==> src/rtl/hazard_sequencer.sv <==
// Pipeline hazard sequencer: Mealy stall/flush strobes for load-use, EX redirects
// and data-memory waits, plus sticky timeout flag and saturating perf counters.
//
// state      | meaning
// -----------+------------------------------------------------------------
// S_RUN      | normal flow; load-use bubbles inserted without leaving RUN
// S_REDIRECT | IF/ID held flushed while the redirected fetch is in flight
// S_MEM_WAIT | whole pipe frozen until data memory completes or times out
module hazard_sequencer #(
  parameter int REDIRECT_CYCLES = 1,
  parameter int MEM_TIMEOUT     = 255,
  parameter int CNT_W           = 16
) (
  input  logic             clk,
  input  logic             rst,
  input  logic [4:0]       rs1_id,
  input  logic [4:0]       rs2_id,
  input  logic             use_rs1_id,
  input  logic             use_rs2_id,
  input  logic [4:0]       rd_ex,
  input  logic             memread_ex,
  input  logic             redirect_ex,
  input  logic             dmem_req,
  input  logic             dmem_ready,
  input  logic             cnt_clear,
  output logic             pc_stall,
  output logic             ifid_stall,
  output logic             ifid_flush,
  output logic             idex_stall,
  output logic             idex_flush,
  output logic             exmem_stall,
  output logic             mem_timeout,
  output logic [CNT_W-1:0] stall_cycles,
  output logic [CNT_W-1:0] flush_events
);

  typedef enum logic [1:0] {
    S_RUN      = 2'd0,
    S_REDIRECT = 2'd1,
    S_MEM_WAIT = 2'd2
  } state_t;

  localparam logic [2:0]       RDR_LOAD   = 3'(REDIRECT_CYCLES);
  localparam logic [7:0]       WAIT_LIMIT = 8'(MEM_TIMEOUT);
  localparam logic [CNT_W-1:0] CNT_MAX    = {CNT_W{1'b1}};

  state_t     state_q, state_d;
  logic [2:0] rdr_q, rdr_d;
  logic [7:0] wait_q, wait_d;
  logic       load_use, mem_wait;
  logic       flush_inc, timeout_set;

  assign mem_wait = dmem_req && !dmem_ready;
  assign load_use = memread_ex && (rd_ex != 5'd0) &&
                    ((use_rs1_id && (rs1_id == rd_ex)) ||
                     (use_rs2_id && (rs2_id == rd_ex)));

  always_comb begin
    state_d     = state_q;
    rdr_d       = rdr_q;
    wait_d      = wait_q;
    pc_stall    = 1'b0;
    ifid_stall  = 1'b0;
    ifid_flush  = 1'b0;
    idex_stall  = 1'b0;
    idex_flush  = 1'b0;
    exmem_stall = 1'b0;
    flush_inc   = 1'b0;
    timeout_set = 1'b0;

    if (!rst) begin
      case (state_q)
        S_RUN, S_REDIRECT: begin
          if (mem_wait) begin
            pc_stall    = 1'b1;
            ifid_stall  = 1'b1;
            idex_stall  = 1'b1;
            exmem_stall = 1'b1;
            state_d     = S_MEM_WAIT;
            wait_d      = 8'd1;
            rdr_d       = 3'd0;
          end else if (redirect_ex) begin
            ifid_flush = 1'b1;
            idex_flush = 1'b1;
            flush_inc  = 1'b1;
            if (RDR_LOAD != 3'd0) begin
              state_d = S_REDIRECT;
              rdr_d   = RDR_LOAD;
            end else begin
              state_d = S_RUN;
            end
          end else if (state_q == S_REDIRECT) begin
            ifid_flush = 1'b1;
            // The last remaining redirect cycle is consumed on the same edge we leave.
            if (rdr_q <= 3'd1) begin
              state_d = S_RUN;
              rdr_d   = 3'd0;
            end else begin
              rdr_d = rdr_q - 3'd1;
            end
          end else if (load_use) begin
            pc_stall   = 1'b1;
            ifid_stall = 1'b1;
            idex_flush = 1'b1;
          end
        end
        S_MEM_WAIT: begin
          if (!mem_wait) begin
            state_d = S_RUN;
            wait_d  = 8'd0;
          end else begin
            pc_stall    = 1'b1;
            ifid_stall  = 1'b1;
            idex_stall  = 1'b1;
            exmem_stall = 1'b1;
            if (wait_q >= WAIT_LIMIT) begin
              timeout_set = 1'b1;
              state_d     = S_RUN;
              wait_d      = 8'd0;
            end else begin
              wait_d = wait_q + 8'd1;
            end
          end
        end
        default: begin
          state_d = S_RUN;
          rdr_d   = 3'd0;
          wait_d  = 8'd0;
        end
      endcase
    end
  end

  always_ff @(posedge clk) begin
    if (rst) begin
      state_q      <= S_RUN;
      rdr_q        <= 3'd0;
      wait_q       <= 8'd0;
      mem_timeout  <= 1'b0;
      stall_cycles <= '0;
      flush_events <= '0;
    end else begin
      state_q <= state_d;
      rdr_q   <= rdr_d;
      wait_q  <= wait_d;
      if (timeout_set)
        mem_timeout <= 1'b1;
      if (cnt_clear) begin
        stall_cycles <= '0;
        flush_events <= '0;
      end else begin
        if (pc_stall && (stall_cycles != CNT_MAX))
          stall_cycles <= stall_cycles + 1'b1;
        if (flush_inc && (flush_events != CNT_MAX))
          flush_events <= flush_events + 1'b1;
      end
    end
  end

endmodule

==> config.mk <==
export PLATFORM = sky130hd
export DESIGN_NAME = hazard_sequencer
export DESIGN_NICKNAME = d
export VERILOG_FILES = /design/src/rtl/hazard_sequencer.sv
export SDC_FILE = /design/constraint.sdc
export NUM_CORES = 1
export LEC_CHECK = 0
export CORE_MARGIN = 4
export CORE_UTILIZATION = 40
export CTS_BUF_LIST = sky130_fd_sc_hd__clkbuf_8 sky130_fd_sc_hd__clkbuf_16
export CTS_CLUSTER_DIAMETER = 30
export DETAILED_ROUTE_END_ITERATION = 10
export PLACE_DENSITY = 0.68
export SYNTH_ARGS = -nofsm -noshare
export SYNTH_HDL_FRONTEND = slang
export SYNTH_SLANG_ARGS = --single-unit
==> constraint.sdc <==
create_clock -name clk -period 2.9 [get_ports clk]
set_input_delay 0.725 -clock clk [delete_from_list [all_inputs] [get_ports clk]]
set_output_delay 0.725 -clock clk [all_outputs]
set_load 0.1 [all_outputs]
==> metrics.cfg <==
[timing]
post-route-period-util_pct=100
timing.final.ws_setup_ns=-0.00287
whs_ns=0.487
fmax_mhz=344
rsz0062_at_grt=yes
skew_ns=0.00679
drv_slew=0
finalHoldViolCount=0
setup_viol=2
period_minus_slack_ns=2.90
worst_slew_pin_slew_ns=0.679
slew_headroom_pct=54.3

[worst_setup_path]
cp_top_family=simple AND/OR/NAND/NOR gates
crit_arrival_ns=2.18
path_buf_inv=2
path_cells=buf_6 -> or4_4 -> o21ai_2 -> and2b_2 -> a31o_4 -> buf_12
end_kind=output port
r2r-start=flush_events[6]
critPathLaunch=rd_ex[1]
cp_slowest_cell=or4_4
start_kind=primary input
critPathKind=in -> out
required_ns=2.17
cpPeakStageDelay_ns=0.53
crit_fanout=2

[finish]
drive_gt1_share_pct=23.1
synthToLayoutAreaGrowth_pct=40.1
final_cell_mix=47 x buf_4, 46 x dfxtp_1, 37 x nor2_1, 22 x a21oi_1, 21 x nand2_1
diodes=0
nFillCells=545
fin_nets=401
post-route-cell-area_sq_um=3420
final_common_cell=buf_4

[place]
io_buffers=62
routabilityCongestion=0.793
postPlaceCellArea_sq_um=3210
dp_hpwl_microns=4590

[die]
start_util_pct=41.3
fp.dieW_microns=86.1
core_area_sq_um=5920
die_area_sq_um=7420
die_y_microns=86.1
num_rows=28
io_pins=63

[global_routing]
overflow=0
use_met3_pct=3.55
antenna_found_initial=0
grt_pass1_vias=2173
met1_usage_pct=19.1
use_met2_pct=29.7
grt_most_used_layer=met2
grt_max_degree=30
grtUsageTotal_pct=16.3
grt_pass1_wl_microns=9870

[power_and_ir_drop]
powerDensity_nw_per_um2=416
ir_drop_mv=0.299
cellLeakagePower_nw=1.29

[synth]
netlist_instances=299
synth-edff-count=0
synth_area_per_cell_sq_um=8.17
synth_area_sq_um=2440
synth_warnings=0
yosysSeqAreaShare_pct=37.7
synth_seq_cells=46
yosys.cell_types.count=47
syn_nets=328
async_reset_ff_share_pct=0
synthFlopType=dfxtp_1

[outcome]
status=complete, but fails checks
violations=negative setup slack

[clock_tree]
cts_tree=built
clock_latency_ns=0.29
clock-root-buffer=clkbuf_8
clkTransAtPathRegs_ns=0.08
htree_levels=2
cts_made_buffers=5
cts_sinks=46
clockBufferDepth=2

[drt]
drt-pass1-iter-count=4
wl_per_cell_microns=13.8
drt-initial-drc-count=82
routed_wl_microns=6190
vias=2353
ant_nets=0
drcViolationCount=0
vias_per_cell=5.25

[run]
drv_cap=0

[hold_path]
min-delay-start=wait_q[2]
hp-class=reg -> reg

-- worst register-to-register path, stage by stage (launching register included) --
cell	delay [ns]
dfxtp_1	0.45
nand4_1	0.30
or4_1	0.56
o211ai_1	0.50
nor2_1	0.12
xnor2_1	0.17
nor2_1	0.05
-- sequential cells by signal (all words and copies together) (netlist names) --
| name | flops |
|---|---|
| mem_timeout | 1 |
| flush_events | 16 |
| wait_q | 8 |
| stall_cycles | 16 |
| rdr_q | 3 |
| state_q | 2 |
-- cells in the mapped netlist (2+ instances only) --
library cell  count  area share (%)
mux2i_1           3             1.2
and4_1            2            0.72
dfxtp_1          46              38
o211ai_1          2            0.61
a21oi_1          24             4.9
or2_2             2            0.51
or4_1             7             2.2
o21a_1            4             1.2
nor3_1            5             1.0
nor2b_1           2            0.51
or3_1            10             2.6
nand4_1          11             2.8
o21bai_1          2            0.61
nor2_1           38             5.8
a211oi_2          2             1.0
o31ai_1           5             1.5
clkbuf_1          6            0.92
nor3b_1           2            0.61
nand2_1          21             3.2
and3_1            5             1.3
and3_4            2            0.92
o31a_1            2            0.72
buf_4             3            0.92
buf_2             2            0.41
inv_1             9             1.4
xnor2_1          18             6.5
nand3_1          15             3.1
ha_1              5             2.6
o21ai_0          16             3.3
nor4_1            6             1.5
xor2_1            6             2.2
-- path summary, 6_finish.rpt --
check / endpoint / slack, ns / cells past startpoint
max: pc_stall / -0.003 / 6
min: wait_q[2] / 0.49 / 2
min reg2reg: wait_q[2] / 0.49 / 2
max reg2reg: flush_events[5] / 0.65 / 6
-- metal layers --
metal  wire, microns  vias to the layer above
li1                -                     1218
met1            2650                     1095
met2            3220                       31
met3             220                        9
met4              90                        0
met5               0                        -
-- power breakdown --
part	internal, W	switching [W]
logic	0.0000877	0.000107
clock network	0.000368	0.000217
registers	0.000636	0.00000706
-- kinds of logic (layout without fill, tap and decap cells) --
kind of cell / after synthesis / count (layout) / share of synthesized area, %
compound gates: 65 / 65 / 16.7
xor+xnor: 24 / 24 / 8.61
fa+ha+maj: 5 / 5 / 2.56
buf+inv: 21 / 95 / 4.10
flops: 46 / 46 / 37.7
mux: 3 / 3 / 1.23
simple gates: 135 / 135 / 29.2
-- through the flow --
stage          total power [W]  instances  setup TNS, ns  utilization, %  setup WS [ns]
6_report               0.00142        448       -0.00441            57.8       -0.00287
5_1_grt                0.00147        448        -0.0777            57.8        -0.0331
4_1_cts                0.00143        448        -0.0343            57.1        -0.0171
3_5_place_dp          0.000848        436          -1.27            54.1         -0.430
3_3_place_gp          0.000846        436          -1.23            54.1         -0.422
2_1_floorplan         0.000771        299          -1.38               -         -0.486
-- area by class of cell --
cell class	instances	area [sq um]	share of cell area, %
repair buffers	78	739	21.6
inverters	9	33.8	0.988
well taps	75	93.8	2.74
clock inverters	2	60.1	1.76
clock buffers	6	82.6	2.41
flip-flops and latches	46	921	26.9
multi-input cells	232	1490	43.6
-- what timing repair did --
| action | in CTS | in global routing |
|---|---|---|
| pin swaps | 7 | 12 |
| hold buffers | 0 | 0 |
| buffers inserted | 4 | 0 |
| resized for setup | 25 | 12 |
| setup endpoints to repair | 3 | 3 |
Note: power is estimated with default switching activity, not from simulation.
==> variant 1, RTL diff (config.mk and constraints unchanged) <==
Set the parameter `CNT_W` to 32 (it was 16).
--- a/src/rtl/hazard_sequencer.sv
+++ b/src/rtl/hazard_sequencer.sv
@@ -9,7 +9,7 @@
 module hazard_sequencer #(
   parameter int REDIRECT_CYCLES = 1,
   parameter int MEM_TIMEOUT     = 255,
-  parameter int CNT_W           = 16
+  parameter int CNT_W           = 32
 ) (
   input  logic             clk,
   input  logic             rst,
Interface: changed (resized flush_events and stall_cycles); port bits go from 63 to 95. The function was not compared with the original's and may differ.
==> variant 1 against the unedited design <==
  * Setup slack better by 0.039 ns
  * Sequential share of layout area up 0.78 points
  * First-iteration DRC count rose to 3.6 times the old value
  * Area after synthesis up 70%
  * Final area up 65%
  * Wire length up 80%
  * Sequential cell count up 32
  * Register-to-register slack worse by 0.13 ns
  * Global-route usage up 2.4 points
  * Total power up 50%
  * Clock skew up 0.010 ns
  * Count of clock-buffer cells in the layout up 4
  * Combinational power up 9.7%
  * Die area up 63%
  * Critical endpoint unchanged
==> variant 1: results (changes against the unedited design) <==
| Metric | Value |
|---|---|
| Layout cells sized above 1 | 24.3% (+1.3 points) |
| Multiplexer share of the synthesized area | 0.723% (-0.51 points) |
| Worst-path fanout max | 3 (+1) |
| Vias per cell | 5.51 (+4.9%) |
| Final-layout fill cell count | 922 (+69%) |
| Vias in the first global route | 3849 (+77%) |
| First-pass GRT wire length | 18300 um (+85%) |
| # resized after CTS | 35 (+40%) |
| R2r endpoint | flush_events[17] |
| Total GRT Usage | 18.7% (+2.4 points) |
| Clkbuf count | 10 (+4) |
| Multi-Input Combinational | 389 (+68%) |
| Largest regs | flush_events: 32 flops, stall_cycles: 32 flops, wait_q: 8 flops |
| Worst R2R Setup Slack | 0.52 ns (-0.13 ns) |
| R2r worst-path depth | 7 (+1) |
| Worst Skew | 0.0171 ns (+0.0103 ns) |
| Port bufs | 94 (+52%) |
| H-tree lvl count | 3 (+1) |
| Post-synth top cells | dfxtp_1, nor2_1, a21oi_1, nand2_1, xnor2_1 |
| Worst-Skew Late Latency | 0.35 ns (+0.06 ns) |
| GP Congestion | 0.801 (+1.0%) |
| Met2 wire len | 5160 um (+60%) |
| Highest ir drop seen on vdd | 0.227 mV (-24%) |
| Post-synthesis compound-gate area fraction | 14.8% (-1.9 points) |
| Synth area leaders | dfxtp_1, xnor2_1, a21oi_1 |
| Status | finished clean |
| HP Start | wait_q[7] |
| Sequential cell area share | 27.7% (+0.78 points) |
| Pre-CTS WS | -0.452 ns (-0.0214 ns) |
| Rel. slew slack | 66.2% (+12 points) |
| Hold worst-path end | wait_q[7] |
==> variant 1: per-stage QoR <==
| step | total power, mW | TNS [ns] | hold slack [ns] | std cells | utilization (%) |
|---|---|---|---|---|---|
| 2_1_floorplan | 1.22 | -6.59 | 0.454 | 509 | - |
| 6_report | 2.14 | 0 | 0.496 | 762 | 56.6 |
| 5_1_grt | 2.21 | -0.00481 | 0.512 | 762 | 56.6 |
| 3_3_place_gp | 1.31 | -3.54 | 0.466 | 740 | 53.7 |
| 4_1_cts | 2.15 | 0 | 0.496 | 761 | 56.4 |
| 3_5_place_dp | 1.31 | -6.49 | 0.481 | 740 | 53.7 |
==> variant 1: worst max-delay path: stages <==
cell        delay (ns)
buf_2             0.11
or4_4             0.55
o21ai_4           0.18
o21bai_4          0.08
o21ai_4           0.08
clkinvlp_4        0.20
buf_12            0.21
==> variant 1: power breakdown <==
part	internal, mW	leakage [nW]	switching [mW]
sequential	1.08	0.629	0.00803
clock	0.419	0.0997	0.426
combinational	0.0959	1.25	0.118
total	1.59	1.98	0.552
==> variant 2, RTL diff (same settings) <==
Made on the original files. Put one more register stage on the output `mem_timeout`, with the module's reset. The value now appears one clock later. The other outputs are not delayed to match.
--- a/src/rtl/hazard_sequencer.sv
+++ b/src/rtl/hazard_sequencer.sv
@@ -43,6 +43,8 @@
   localparam logic [2:0]       RDR_LOAD   = 3'(REDIRECT_CYCLES);
   localparam logic [7:0]       WAIT_LIMIT = 8'(MEM_TIMEOUT);
   localparam logic [CNT_W-1:0] CNT_MAX    = {CNT_W{1'b1}};
+
+  logic mem_timeout_s0;
 
   state_t     state_q, state_d;
   logic [2:0] rdr_q, rdr_d;
@@ -136,7 +138,7 @@
       state_q      <= S_RUN;
       rdr_q        <= 3'd0;
       wait_q       <= 8'd0;
-      mem_timeout  <= 1'b0;
+      mem_timeout_s0 <= 1'b0;
       stall_cycles <= '0;
       flush_events <= '0;
     end else begin
@@ -144,7 +146,7 @@
       rdr_q   <= rdr_d;
       wait_q  <= wait_d;
       if (timeout_set)
-        mem_timeout <= 1'b1;
+        mem_timeout_s0 <= 1'b1;
       if (cnt_clear) begin
         stall_cycles <= '0;
         flush_events <= '0;
@@ -157,5 +159,13 @@
     end
   end
 
+  always_ff @(posedge clk) begin
+    if (rst) begin
+      mem_timeout <= '0;
+    end else begin
+      mem_timeout <= mem_timeout_s0;
+    end
+  end
+
 endmodule
 
Function: no difference found for any inputs over 10 cycles, from zero or initial values and one cycle with rst high; that may be too few to reach the edited logic, so the function may still have changed.
==> variant 2 against the unedited design <==
  * Setup slack improved by 0.042 ns
  * Total power decreased by 14%
  * Wire length shrank 6.9%
  * Non-clock buffer count grew 2
  * Highest routed layer unchanged
  * Fmax is 1.5% higher
  * Sequential cell count up 1
  * Clock power fell by 35%
  * Combinational power is 6% lower
  * First-iteration DRC count grew 7.3%
  * Area after synthesis fell by 0.10%
  * Final area shrank 3.7%
==> variant 2: results (changes against the unedited design) <==
| Metric | Value |
|---|---|
| Status | finished clean |
| DRT iter0 DRCs | 88 (+7.3%) |
| Yosys cell types | 45 (-4.3%) |
| CP arrival | 2.14 ns (-0.04 ns) |
| Clk slew on worst S/H paths | 0.08 ns (about the same) |
| HPWL Detailed | 4330 um (-5.7%) |
| Synth async-reset ratio | 0% (unchanged) |
| CP startpoint | rs1_id[4] |
| H-tree lvl count | 2 (unchanged) |
| First-pass GRT wire length | 9460 um (-4.1%) |
| Port bufs | 62 (unchanged) |
| Drt first pass iters | 4 (unchanged) |
| Initial antenna violation count | 0 (unchanged) |
| Layout cells sized above 1 | 21.9% (-1.1 points) |
| Largest net degree at the start of global routing | 33 (+10%) |
| Leak | 1.28 nW (-0.58%) |
| Post-synth top cells | dfxtp_1, nor2_1, nand2_1, a21oi_1 |
| Reg2reg start | state_q[1] |
| GP Congestion | 0.821 (+3.6%) |
| Syn avg cell area | 8.19 sq um (+0.23%) |
| Post-Syn Nets | 327 (-0.30%) |
| Ys Warns | 0 (unchanged) |
| Synth area leaders | dfxtp_1, nor2_1, xnor2_1 |
| Final #Nets | 402 (+0.25%) |
| CTS buffer count | 5 (unchanged) |
| HP Start | mem_timeout_s0 |
| Worst-Skew Late Latency | 0.30 ns |
| Finished Layout Cells | 449 (+0.22%) |
| Clock root buffer | clkbuf_8 |
| Critical-path top delay cell | o22ai_2 |
| Slew of the pin with the lowest slew margin | 0.611 ns (-0.0678 ns) |
| Clock Tree Buf Depth | 2 (unchanged) |
| Largest regs | flush_events: 16 flops, stall_cycles: 16 flops, wait_q: 8 flops |
| Total GRT Usage | 15.6% (-0.72 points) |
| Hold Crit Class | reg -> reg |
| Int Pwr | 0.897 mW (-18%) |
| Routed len/inst | 12.8 um (-7.1%) |
| Post-synthesis sequential area ratio | 38.6% (+0.86 points) |
| CP peak stage delay | 0.27 ns (-0.26 ns) |
| Worst-path fanout max | 2 (unchanged) |
| CP top delay family | buffers and inverters |
| ANT cells | 0 (unchanged) |
| DRC violations left | 0 (unchanged) |
| Worst Skew | 0.00559 ns (-0.00120 ns) |
| Vias in the first global route | 2190 (+0.78%) |
| Vias per cell | 5.19 (-1.2%) |
| Placed insts | 438 (+0.46%) |
| Highest ir drop seen on vdd | 0.295 mV (-1.3%) |
## variant 2: cell families (layout without fill, tap and decap cells)
kind of cell / count (synthesis) / after routing / synth area share (%)
AOI/OAI and AO/OA: 62 / 62 / 15.3
xor gates and xnor gates: 28 / 28 / 10.1
adders and majority gates: 5 / 5 / 2.56
buffers and inverters: 19 / 95 / 4.05
DFF: 47 / 47 / 38.6
muxes: 2 / 2 / 0.821
and+or+nand+nor: 135 / 135 / 28.6
## variant 2: worst paths after layout
kind / slack (ns) / end / depth (start not counted)
setup / recovery: 0.04 / ifid_stall / 8
hold / removal: 0.48 / mem_timeout / 1
setup reg to reg: 0.69 / stall_cycles[7] / 6
hold reg to reg: 0.48 / mem_timeout / 1
## variant 2: area by class of cell
cell class              instances  area (sq um)
inverters                       7          30.0
clock inverters                 3          16.3
repair buffers                 80           703
well taps                      75          93.8
clock buffers                   5          68.8
fillers                       558          2630
flip-flops and latches         47           941
multi-input cells             232          1440
## variant 2: timing repair
item | in CTS | in global routing
gates cloned | 0 | 0
endpoints found under the setup margin | 3 | 3
pin swaps | 15 | 10
buffers inserted | 2 | 1
hold buffers | 0 | 0
resized for setup | 27 | 7
## variant 2: through the flow
stage	setup slack, ns	instance area [sq um]	setup TNS [ns]	total power, mW
5_1_grt	-0.00960	3290	-0.0182	1.27
4_1_cts	0.00441	3290	0	1.24
6_report	0.0392	3290	0	1.22
3_3_place_gp	-0.283	3190	-0.789	0.856
2_1_floorplan	-0.0602	2460	-0.0602	0.777
3_5_place_dp	-0.327	3190	-0.960	0.858
## variant 2: per-layer routing
metal / wire (um) / track usage [%]
met2: 2560 / 25.9
met4: 106 / 5.18
met1: 2760 / 19.9
met5: 0 / 0
met3: 334 / 3.55
## variant 2: power by group through the flow
| stage | clock [mW] | combinational, mW | sequential, mW |
|---|---|---|---|
| after global placement | 0 | 0.183 | 0.673 |
| after detailed placement | 0 | 0.185 | 0.673 |
| after CTS | 0.397 | 0.183 | 0.658 |
| after global routing | 0.416 | 0.197 | 0.659 |
| final | 0.382 | 0.183 | 0.658 |
| after floorplan | 0 | 0.101 | 0.676 |
